===== src/rtl/rob_checkpoint_ctrl_pkg.sv =====
// Shared constants and the recovery FSM state type for the ROB branch-checkpoint controller.
package rob_checkpoint_ctrl_pkg;

    localparam int ROB_LENGTH = 32;
    localparam int NUM_CKPT   = 4;

    typedef enum logic [1:0] {
        ST_IDLE,
        ST_RESTORE,
        ST_DRAIN
    } ckpt_state_e;

endpackage


===== src/rtl/rob_checkpoint_ctrl.sv =====
// Branch checkpoint queue: allocates a slot per dispatched branch, frees slots in program
// order as branches resolve, and sequences a two-cycle ROB tail restore on a mispredict.
module rob_checkpoint_ctrl #(
    parameter int NUM_CKPT   = rob_checkpoint_ctrl_pkg::NUM_CKPT,
    parameter int ROB_LENGTH = rob_checkpoint_ctrl_pkg::ROB_LENGTH
) (
    input  logic                          clk,
    input  logic                          n_rst,
    input  logic                          br_dispatch,
    input  logic [$clog2(ROB_LENGTH)-1:0] dispatch_tail,
    output logic                          ckpt_accept,
    output logic [$clog2(NUM_CKPT)-1:0]   ckpt_id,
    output logic                          ckpt_full,
    input  logic                          br_resolve,
    input  logic [$clog2(NUM_CKPT)-1:0]   br_resolve_id,
    input  logic                          br_mispredict,
    output logic                          restore,
    output logic [$clog2(ROB_LENGTH)-1:0] restore_tail,
    output logic                          flush_stall
);
    import rob_checkpoint_ctrl_pkg::*;

    localparam int IDW = $clog2(NUM_CKPT);
    localparam int TW  = $clog2(ROB_LENGTH);
    localparam int CW  = IDW + 1;

    logic [NUM_CKPT-1:0] live_q, live_d;
    logic [NUM_CKPT-1:0] res_q, res_d;
    logic [TW-1:0]       tail_q [NUM_CKPT];
    logic [IDW-1:0]      head_q, head_d;
    logic [IDW-1:0]      alloc_q, alloc_d;
    logic [CW-1:0]       count_q, count_d;
    ckpt_state_e         state_q, state_d;
    logic                restore_q, restore_d;
    logic                flush_q, flush_d;
    logic [TW-1:0]       rtail_q, rtail_d;

    logic misp_req, misp_live, good_res, free;

    // Distance of a slot from the queue head, i.e. its age rank in program order.
    function automatic logic [IDW-1:0] age(input logic [IDW-1:0] slot, input logic [IDW-1:0] base);
        return slot - base;
    endfunction

    assign misp_req  = br_resolve & br_mispredict;
    assign misp_live = misp_req & live_q[br_resolve_id] & (state_q == ST_IDLE);
    assign good_res  = br_resolve & ~br_mispredict & live_q[br_resolve_id];
    // A head slot being squashed by its own mispredict is not also freed.
    assign free      = live_q[head_q] & res_q[head_q] & ~(misp_live & (br_resolve_id == head_q));

    assign ckpt_full   = (count_q == CW'(NUM_CKPT)) & ~free;
    assign ckpt_accept = br_dispatch & ~ckpt_full & (state_q == ST_IDLE) & ~misp_req;
    assign ckpt_id     = alloc_q;

    assign restore      = restore_q;
    assign restore_tail = rtail_q;
    assign flush_stall  = flush_q;

    always_comb begin
        live_d  = live_q;
        res_d   = res_q;
        head_d  = head_q;
        alloc_d = alloc_q;
        count_d = count_q;
        state_d = state_q;
        rtail_d = rtail_q;

        if (good_res) begin
            res_d[br_resolve_id] = 1'b1;
        end
        if (free) begin
            live_d[head_q] = 1'b0;
            res_d[head_q]  = 1'b0;
            head_d         = head_q + 1'b1;
        end

        if (misp_live) begin
            for (int i = 0; i < NUM_CKPT; i++) begin
                if (age(IDW'(i), head_q) >= age(br_resolve_id, head_q)) begin
                    live_d[i] = 1'b0;
                    res_d[i]  = 1'b0;
                end
            end
            alloc_d = br_resolve_id;
            count_d = {1'b0, age(br_resolve_id, head_d)};
        end else begin
            // Allocation is applied after the free so a reused head slot ends up live.
            if (ckpt_accept) begin
                live_d[alloc_q] = 1'b1;
                res_d[alloc_q]  = 1'b0;
                alloc_d         = alloc_q + 1'b1;
            end
            count_d = count_q + CW'(ckpt_accept) - CW'(free);
        end

        case (state_q)
            ST_IDLE: begin
                if (misp_live) begin
                    state_d = ST_RESTORE;
                    rtail_d = tail_q[br_resolve_id];
                end
            end
            ST_RESTORE: state_d = ST_DRAIN;
            ST_DRAIN:   state_d = ST_IDLE;
            default:    state_d = ST_IDLE;
        endcase

        restore_d = (state_d == ST_RESTORE);
        flush_d   = (state_d != ST_IDLE);
    end

    always_ff @(posedge clk or negedge n_rst) begin
        if (!n_rst) begin
            live_q    <= '0;
            res_q     <= '0;
            head_q    <= '0;
            alloc_q   <= '0;
            count_q   <= '0;
            state_q   <= ST_IDLE;
            restore_q <= 1'b0;
            flush_q   <= 1'b0;
            rtail_q   <= '0;
        end else begin
            live_q    <= live_d;
            res_q     <= res_d;
            head_q    <= head_d;
            alloc_q   <= alloc_d;
            count_q   <= count_d;
            state_q   <= state_d;
            restore_q <= restore_d;
            flush_q   <= flush_d;
            rtail_q   <= rtail_d;
        end
    end

    // Tail payload is only meaningful while its live bit is set, so it needs no reset.
    always_ff @(posedge clk) begin
        if (ckpt_accept) begin
            tail_q[alloc_q] <= dispatch_tail;
        end
    end

endmodule

===== config.mk =====
export PLATFORM = sky130hd
export DESIGN_NAME = rob_checkpoint_ctrl
export DESIGN_NICKNAME = d
export VERILOG_FILES = /design/src/rtl/rob_checkpoint_ctrl_pkg.sv /design/src/rtl/rob_checkpoint_ctrl.sv
export SDC_FILE = /design/constraint.sdc
export NUM_CORES = 1
export LEC_CHECK = 0
export BUFFER_PORTS_ARGS = -buffer_cell sky130_fd_sc_hd__buf_2
export CORE_MARGIN = 2
export CORE_UTILIZATION = 58
export DETAILED_ROUTE_END_ITERATION = 8
export PLACE_DENSITY = 0.78
export SLEW_MARGIN = 20
export SYNTH_ARGS = -nofsm -noshare
export SYNTH_HDL_FRONTEND = slang
export SYNTH_SLANG_ARGS = --single-unit
export TNS_END_PERCENT = 50

===== constraint.sdc =====
create_clock -name clk -period 3.04 [get_ports clk]
set_clock_uncertainty 0.15 [all_clocks]
set_input_delay 0.76 -clock clk [delete_from_list [all_inputs] [get_ports clk]]
set_output_delay 0.76 -clock clk [all_outputs]
set_load 0.005 [all_outputs]

==> metrics.txt, run 1 <==
most numerous cell in the Yosys netlist=nand2_1; cell mode on critical path=buf_2; critical-path maximum fanout=4; Final Max Slew Viols=0; # port buffers=22; Clock Path Buffers=2; post-route DRC violation count=0; Worst Hold Class=in -> async; Synth area leaders=dfrtp_1 (26%), edfxtp_1 (26%), ha_1 (9.3%); Setup WS post-layout=approximately 0.030 ns; P_leak=between 0.001 and 0.0015 uW; Nets=roughly 250; number of H-tree levels=2; Diodes inserted=0; Critical Path RT=2.13 ns; vias in the first global route=1,604; DR vias=1,553; final wirelength=4770 um; Sequential Power Share=0.383; CTS Hold Buffers Added=0; Slowest-stage cell, CP=mux4_2; Placer Congestion=roughly 0.87; layout cells sized above 1=0.305; Least-Margin Pin Slew=0.551 ns; Setup violations, final=0; reg2reg setup slack=0.24 ns; initial antenna violation count=0; I/O pin total=23; Core Area=3740 um^2; Placed Cells=262; Pre-antenna DRT Iters=4; RR Endpoint=count_q[1]; crit end category=primary output; CTS Buf Count=5; run status=finished, final reports clean; Post-Syn Area per Cell=12.7 um^2; max_cap viols=0; Post-Synthesis Cells=181; VDD IR-drop max=0.000448 V; Post-DP HPWL=3550 um; Finished Layout Cells=between 200 and 300; Switching Share=0.385; logic gate share of total power=0.467; Congestion Overflow GR=0; chip height=about 67 um; Post-synth EDFFs=20; Top FF cell, synth=dfrtp_1; largest area contributor in the netlist=dfrtp_1; Mapped Area=2290 um^2; post-synth top area share=0.262; die width=roughly 67 um; Slew HR=0.632; global-route wire length before repair=between 7000 and 8000 um; YS warnings=0; die area=4480 um^2; internal power=1500 uW; initial DRC count=around 130; # rows=22; Unique masters post-synth=45; Tcrit/Tclk final=0.990; startpoint type of the worst setup path=input pin; wire per inst=17.6 um; syn nets=213; CP Cell Sequence=buf_2, mux4_2, and4_4, o21ai_4, inv_2, nor2_4, buf_2; initial core utilization=0.613; clock-pin slew on the worst setup and hold paths=0.09 ns; synthesis-to-finish area growth=17.0%; Clk pwr share=0.149; Post-synth top cells=nand2_1 (26), dfrtp_1 (24), edfxtp_1 (20); Placement Setup Slack=-0.136 ns; Reg2Reg Depth=8; Sequential Area=about 1200 um^2; CTS Sinks=44; TritonCTS clock tree=done; CTS root buffer=clkbuf_8; Total GRT Usage=0.238; slowest stage delay, CP=0.52 ns; worst r2r src=head_q[0]; PwrDens=907 nW/um^2; arrival time worst endpoint=2.10 ns; Clk Latency, worst-skew pair=0.30 ns; setup TNS=0 ns; endpoints failing hold=0; Worst Path Class, Setup=in -> out; pin count of the biggest net entering global routing=25; post-synthesis sequential area ratio=0.523; post-route ant nets=0; min Tclk post-route=3.01 ns; Synth Register Bits=44; multi-input logic area=1040 um^2; vias per std cell=5.73; P_sw=938 uW; Fill cells=between 200 and 300; ys async rst share=0.545; FMAX=0.332 GHz
==> layout make-up <==
cell class	count	area share
timing repair buffer	39	0.0885
multi-input combinational	116	0.387
clock inverter	3	0.00699
sequential	44	0.447
tap	48	0.0224
clock buffer	5	0.0256
inverter	16	0.0224
==> critical path: cells and delay by family <==
kind / cells / cell delay [ns]
AND/OR/NAND/NOR: 2 / 0.32
multiplexers: 1 / 0.52
buffers and inverters: 3 / 0.34
AO/OA/AOI/OAI: 1 / 0.16
==> cell usage in the layout, fill, tap and decap left out, types with 2 or more instances in the layout <==
master and n:
edfxtp_1 20, inv_2 3, nor2_4 2, mux4_2 2, buf_4 17, clkinvlp_4 2
nand3_1 4, and3_1 3, ha_1 15, a21oi_1 9, xnor2_1 5, a31oi_1 2
nor3_1 3, nand2_1 26, buf_2 22, nor2_1 6, ha_4 2, a2111oi_2 2
inv_1 13, clkbuf_8 5, dfrtp_1 24, fa_1 3, o21ai_0 2, mux4_1 5
o21ai_1 2
==> flip-flops by register name, indices dropped and copies added, names as in the netlist <==
| register | count |
|---|---|
| tail_q | 20 |
| restore_tail | 5 |
| live_q | 4 |
| res_q | 4 |
| count_q | 3 |
| ckpt_id | 2 |
| head_q | 2 |
| state_q | 2 |
| flush_stall | 1 |
| restore | 1 |
==> cells by family after synthesis <==
group,after synthesis,synth area share
AND/OR/NAND/NOR,54,0.117
flip-flops,44,0.523
AO/OA/AOI/OAI,27,0.0883
buffers and inverters,21,0.0414
adder cells (fa/ha/maj),20,0.119
multiplexers,9,0.0878
XOR/XNOR,6,0.0229
==> power groups by stage <==
stage | sequential [uW] | combinational (uW) | clock [uW]
2_1_floorplan | 911 | 748 | 0
3_3_place_gp | 929 | 1020 | 0
3_5_place_dp | 946 | 1120 | 0
4_1_cts | 934 | 1130 | 368
5_1_grt | 955 | 1280 | 391
6_report | 934 | 1140 | 364
==> timing repair <==
action,4_1_cts,5_1_grt
endpoints found under the setup margin,0,1
buffers inserted,0,1
gates resized for setup,0,1
==> through the flow <==
step | instance area, um^2 | hold slack, ns | power [uW] | util
floorplan | 2340 | 0.283 | 1660 | -
global placement | 2580 | 0.302 | 1950 | 0.691
detailed placement | 2580 | 0.313 | 2060 | 0.691
CTS | 2670 | 0.299 | 2430 | 0.714
global route | 2690 | 0.324 | 2620 | 0.717
finish | 2690 | 0.284 | 2440 | 0.717
==> how the worst max path moves through the flow <==
stage / end / slack, ns / cells after the start / from
detailed placement: count_q[1] / -0.14 / 9 / br_resolve_id[0]
global route: ckpt_accept / -0.005 / 7 / br_resolve_id[0]
floorplan: count_q[1] / -0.13 / 10 / br_resolve_id[0]
finish: ckpt_accept / 0.03 / 7 / br_resolve_id[0]
CTS: ckpt_accept / 0.002 / 7 / br_resolve_id[0]
global placement: count_q[1] / -0.04 / 9 / br_resolve_id[0]
==> per-layer routing <==
layer / share of wire / global-route usage / vias to the layer above
li1: - / - / 721
met1: 0.42 / 0.302 / 773
met2: 0.51 / 0.410 / 55
met3: 0.059 / 0.0591 / 4
met4: 0.0069 / 0.0587 / 0
met5: 0 / 0 / -
No activity file was read; power rests on OpenSTA's default activity.
==> run 2, diff against run 1 <==
- CORE_UTILIZATION: 58 -> 61
- CTS_BUF_LIST: unset -> sky130_fd_sc_hd__clkbuf_8
- PLACE_DENSITY: 0.78 -> 0.81
- clock period: 3.04 -> 3.2 ns (I/O delays scaled with it)
==> metrics.txt, run 2 (synthesis results as in run 1) <==
run status=finished, final reports clean; initial core utilization=0.632 (+0.0186); arrival time worst endpoint=2.15 ns (+0.05 ns); Placer Congestion=0.876 (+0.86%); max_cap viols=0 (unchanged); Fill cells=256 (+0.79%); CTS root buffer=clkbuf_8; FMAX=roughly 0.32 GHz; # port buffers=22 (unchanged); endpoints failing hold=0 (unchanged); post-CTS resize count=0 (unchanged); wire per inst=16.5 um (-6.1%); Setup violations, final=0 (unchanged); worst r2r src=head_q[0]; post-route ant nets=0 (unchanged); commonest non-fill, non-tap cell in the layout=nand2_1; crit end category=primary output; RR Endpoint=count_q[1]; # rows=22 (unchanged); Diodes inserted=0 (unchanged); post-route DRC violation count=0 (unchanged); setup TNS=0 ns (unchanged); clock-pin slew on the worst setup and hold paths=0.08 ns (about the same); Least-Margin Pin Slew=0.536 ns (-0.0155 ns); Slew HR=0.643 (+0.0103); Tcrit/Tclk final=0.970; number of H-tree levels=2 (unchanged); initial DRC count=101 (-20%); Reg2Reg Depth=9 (+1); min Tclk post-route=3.10 ns; critical-path maximum fanout=4 (unchanged); Pre-antenna DRT Iters=4 (unchanged); Total GRT Usage=0.238 (-0.000347); RSZ-0062 raised after global routing=no; Nets=247 (-2.8%); synthesis-to-finish area growth=14.5%; Congestion Overflow GR=0 (unchanged); PwrDens=848 nW/um^2 (-6.6%); Critical Path RT=2.25 ns (+0.12 ns); chip height=65.3 um (-2.3%); initial antenna violation count=0 (unchanged); Worst Hold Class=in -> async; Clk Latency, worst-skew pair=0.29 ns (about the same); Post-DP HPWL=3280 um (-7.7%); Post-CTS Setup Bufs=0 (unchanged); final wirelength=4360 um (-8.5%); Clock Path Buffers=2 (unchanged); CTS Hold Buffers Added=0 (unchanged); die area=4270 um^2 (-4.6%); commonest non-fill, non-tap cells in the layout=nand2_1 (26), dfrtp_1 (24), buf_2 (22); startpoint type of the worst setup path=input pin; P_leak=0.00119 uW (-2.7%); Core Area=3630 um^2 (-2.9%); layout cells sized above 1=0.282 (-0.0225); register name with the most flops=tail_q; global-route wire length before repair=7400 um (-4.0%); CTS Sinks=44 (unchanged); vias per std cell=5.55 (-3.2%); die width=65.3 um (-2.3%); Final Max Slew Viols=0 (unchanged); VDD IR-drop max=0.000415 V (-7.4%); vias in the first global route=1,545 (-3.7%); pin count of the biggest net entering global routing=25 (unchanged); DR vias=1,464 (-5.7%); max reg flops=20 (unchanged); Final Core Density=0.723 (+0.00589); TritonCTS clock tree=done; Worst Path Class, Setup=in -> out; I/O pin total=23 (unchanged); reg2reg setup slack=0.26 ns (+0.02 ns); CTS Buf Count=5 (unchanged)
## run 2: through the flow
step | instances | total power, uW | worst slack [ns] | hold slack (ns) | area, um^2
final | 264 | 2230 | 0.0955 | 0.323 | 2630
after global routing | 264 | 2410 | 0.0224 | 0.339 | 2630
after CTS | 264 | 2240 | 0.0867 | 0.327 | 2630
after detailed placement | 256 | 1890 | -0.0635 | 0.314 | 2540
after global placement | 256 | 1820 | 0.0548 | 0.303 | 2540
after floorplan | 181 | 1580 | -0.0122 | 0.283 | 2340
## run 2: where the power goes
group	total, uW	switching [uW]	internal [uW]	leakage [uW]
clock	341	190	151	0.0000378
combinational	1000	539	464	0.000672
sequential	884	118	766	0.000483
total	2230	847	1380	0.00119
## run 2: worst max-delay path, cell delays in order
cell	delay, ns
buf_2	0.12
mux4_2	0.51
and4_4	0.19
o21ai_4	0.16
inv_2	0.05
nor2_2	0.17
buf_2	0.15
## run 2: cell type report
type / instances / area, um^2 / area share
sequential: 44 / 1200 / 0.457
multi-input combinational: 116 / 1030 / 0.393
timing repair buffer: 32 / 185 / 0.0705
clock buffer: 5 / 68.8 / 0.0262
inverter: 16 / 60.1 / 0.0229
tap: 48 / 60.1 / 0.0229
clock inverter: 3 / 18.8 / 0.00714
## run 2: worst max path at each step
stage | from | end | depth (start not counted)
2_1_floorplan | br_resolve_id[0] | count_q[1] | 10
3_3_place_gp | br_resolve_id[0] | count_q[1] | 10
3_5_place_dp | br_resolve_id[0] | count_q[1] | 10
4_1_cts | br_resolve_id[0] | ckpt_accept | 7
5_1_grt | head_q[0] | ckpt_accept | 6
6_report | br_resolve_id[0] | ckpt_accept | 7
## run 2: metal layers
metal  up-vias  global-route usage  wire length, um
met5         -                   0                0
met4         0               0.107               70
met3         7              0.0445              172
met2        42               0.393             2140
met1       707               0.308             1970
li1        708                   -                -
==> run 3, diff against run 2 <==
- CORE_UTILIZATION: 61 -> 55
- PLACE_DENSITY: 0.81 -> 0.77
- clock period: 3.2 -> 2.8 ns (I/O delays scaled with it)
==> metrics.txt, run 3 (synthesis results as in run 1) <==
run status=finished, final reports clean; CTS Buf Count=5 (unchanged); Placer Congestion=0.900 (+2.7%); Tcrit/Tclk final=0.997; max_cap viols=0 (unchanged); Setup violations, final=0 (unchanged); Core Area=4000 um^2 (+10%); vias in the first global route=1,777 (+15%); CTS Sinks=44 (unchanged); RSZ-0062 raised after global routing=yes; Area after DPL=2650 um^2 (+4.2%); multi-input logic area=1070 um^2 (+3.4%); Post-DP HPWL=3720 um (+14%); Setup WS post-layout=0.00711 ns (-0.0884 ns); register name with the most flops=tail_q; crit end category=primary output; Least-Margin Pin Slew=0.555 ns (+0.0193 ns); RR Endpoint=count_q[1]; layout cells sized above 1=0.362 (+0.0793); initial DRC count=166 (+64%); wire per inst=18.8 um (+14%); vias per std cell=5.76 (+4.0%); Worst Path Buf+Inv=4 (+1); Critical Path RT=1.95 ns (-0.30 ns); I/O pin total=23 (unchanged); Pre-antenna DRT Iters=4 (unchanged); worst r2r src=live_q[0]; WHS=0.227 ns (-0.0958 ns); Diodes inserted=0 (unchanged); commonest non-fill, non-tap cells in the layout=buf_4 (28), nand2_1 (26), dfrtp_1 (24); Slew HR=0.630 (-0.0129); Top delay family on crit path=multiplexers; DR vias=1,643 (+12%); initial antenna violation count=0 (unchanged); cell mode on critical path=buf_6; Total GRT Usage=0.257 (+0.0191); Congestion Overflow GR=0 (unchanged); PwrDens=1030 nW/um^2 (+21%); Reg2Reg Depth=9 (unchanged); Sequential Area=1200 um^2 (unchanged); Worst Hold Class=in -> async; CTS Hold Buffers Added=0 (unchanged); CP Cell Sequence=buf_8, mux4_2, and4_4, o21ai_4, inv_2, buf_6, buf_6; FMAX=0.358 GHz; Nets=266 (+7.7%); chip height=68.6 um (+5.0%); Placed Cells=272 (+6.3%); endpoints failing hold=0 (unchanged); die width=68.6 um (+5.0%); commonest non-fill, non-tap cell in the layout=buf_4; Worst Path Class, Setup=in -> out; reg2reg setup slack=0.12 ns (-0.14 ns); critical-path maximum fanout=4 (unchanged); Placement Setup Slack=-0.339 ns (-0.275 ns); die area=4700 um^2 (+10%); max reg flops=20 (unchanged); # rows=23 (+4.5%); Clock Path Buffers=2 (unchanged); arrival time worst endpoint=1.94 ns (-0.21 ns); slowest stage delay, CP=0.51 ns (about the same); TritonCTS clock tree=done; Slowest-stage cell, CP=mux4_2; CTS root buffer=clkbuf_8; global-route wire length before repair=8490 um (+15%); Finished Cell Area=2880 um^2 (+9.6%); initial core utilization=0.574 (-0.0579); clock-pin slew on the worst setup and hold paths=0.09 ns (about the same); startpoint type of the worst setup path=input pin; Finished Layout Cells=285 (+8.0%); post-route ant nets=0 (unchanged); number of H-tree levels=2 (unchanged); final wirelength=5360 um (+23%); Fill cells=262 (+2.3%); VDD IR-drop max=0.000613 V (+48%); synthesis-to-finish area growth=25.5%; P_leak=0.00133 uW (+12%); min Tclk post-route=2.79 ns; Clk Latency, worst-skew pair=0.30 ns (about the same); Final Max Slew Viols=0 (unchanged); pin count of the biggest net entering global routing=25 (unchanged); post-route DRC violation count=0 (unchanged); # port buffers=22 (unchanged)
## run 3: cell types whose count changed in the layout (fill, tap and decap cells not counted), moves of 2 or more
| cell | delta |
|---|---|
| buf_6 | +3 |
| buf_4 | +18 |
| bufinv_16 | +2 |
| buf_2 | -3 |
| clkinvlp_4 | -2 |
## run 3: worst max-delay path by stage
stage | from | end | slack (ns) | cells past startpoint
floorplan | br_resolve_id[0] | count_q[1] | -0.31 | 10
global placement | br_resolve_id[0] | count_q[1] | -0.26 | 9
detailed placement | br_resolve_id[0] | count_q[1] | -0.34 | 10
CTS | br_resolve_id[0] | ckpt_full | 0.004 | 7
global route | br_resolve_id[0] | count_q[1] | -0.06 | 10
finish | br_resolve_id[0] | ckpt_full | 0.007 | 7
## run 3: power breakdown
part | internal [uW] | switching [uW] | total, uW
Sequential | 875 | 131 | 1010
Combinational | 664 | 720 | 1380
Clock | 353 | 222 | 575
## run 3: worst reg2reg max path, cell delays in order, from the launching register on
cell and delay (ns):
dfrtp_1 0.42, mux4_2 0.49, and4_4 0.19, nor2_4 0.20, xnor2_2 0.11, ha_2 0.20, xnor2_2 0.21, nor3_2 0.08
mux2_4 0.27, a211o_1 0.27
## run 3: metal layers
metal  GRT usage  part of all wire
met1       0.315              0.41
met2       0.428              0.50
met3      0.0666             0.060
met4       0.113             0.026
met5           0                 0
## run 3: repair_timing
action / in CTS / in global routing
setup buffers: 1 / 5
pin swaps: 2 / 6
gates resized for setup: 6 / 7
endpoints found under the setup margin: 3 / 3
## run 3: final cells by class
class,instances,share of cell area
sequential,44,0.417
clock inverter,3,0.0222
timing repair buffer,51,0.123
tap,50,0.0217
clock buffer,5,0.0239
inverter,16,0.0209
multi-input combinational,116,0.371
## run 3: per-stage QoR
| stage | util | setup TNS, ns | total power [uW] |
|---|---|---|---|
| detailed placement | 0.662 | -0.842 | 2240 |
| floorplan | - | -0.477 | 1800 |
| global route | 0.720 | -0.0914 | 3170 |
| finish | 0.720 | 0 | 2960 |
| global placement | 0.662 | -0.539 | 2170 |
| CTS | 0.702 | 0 | 2870 |
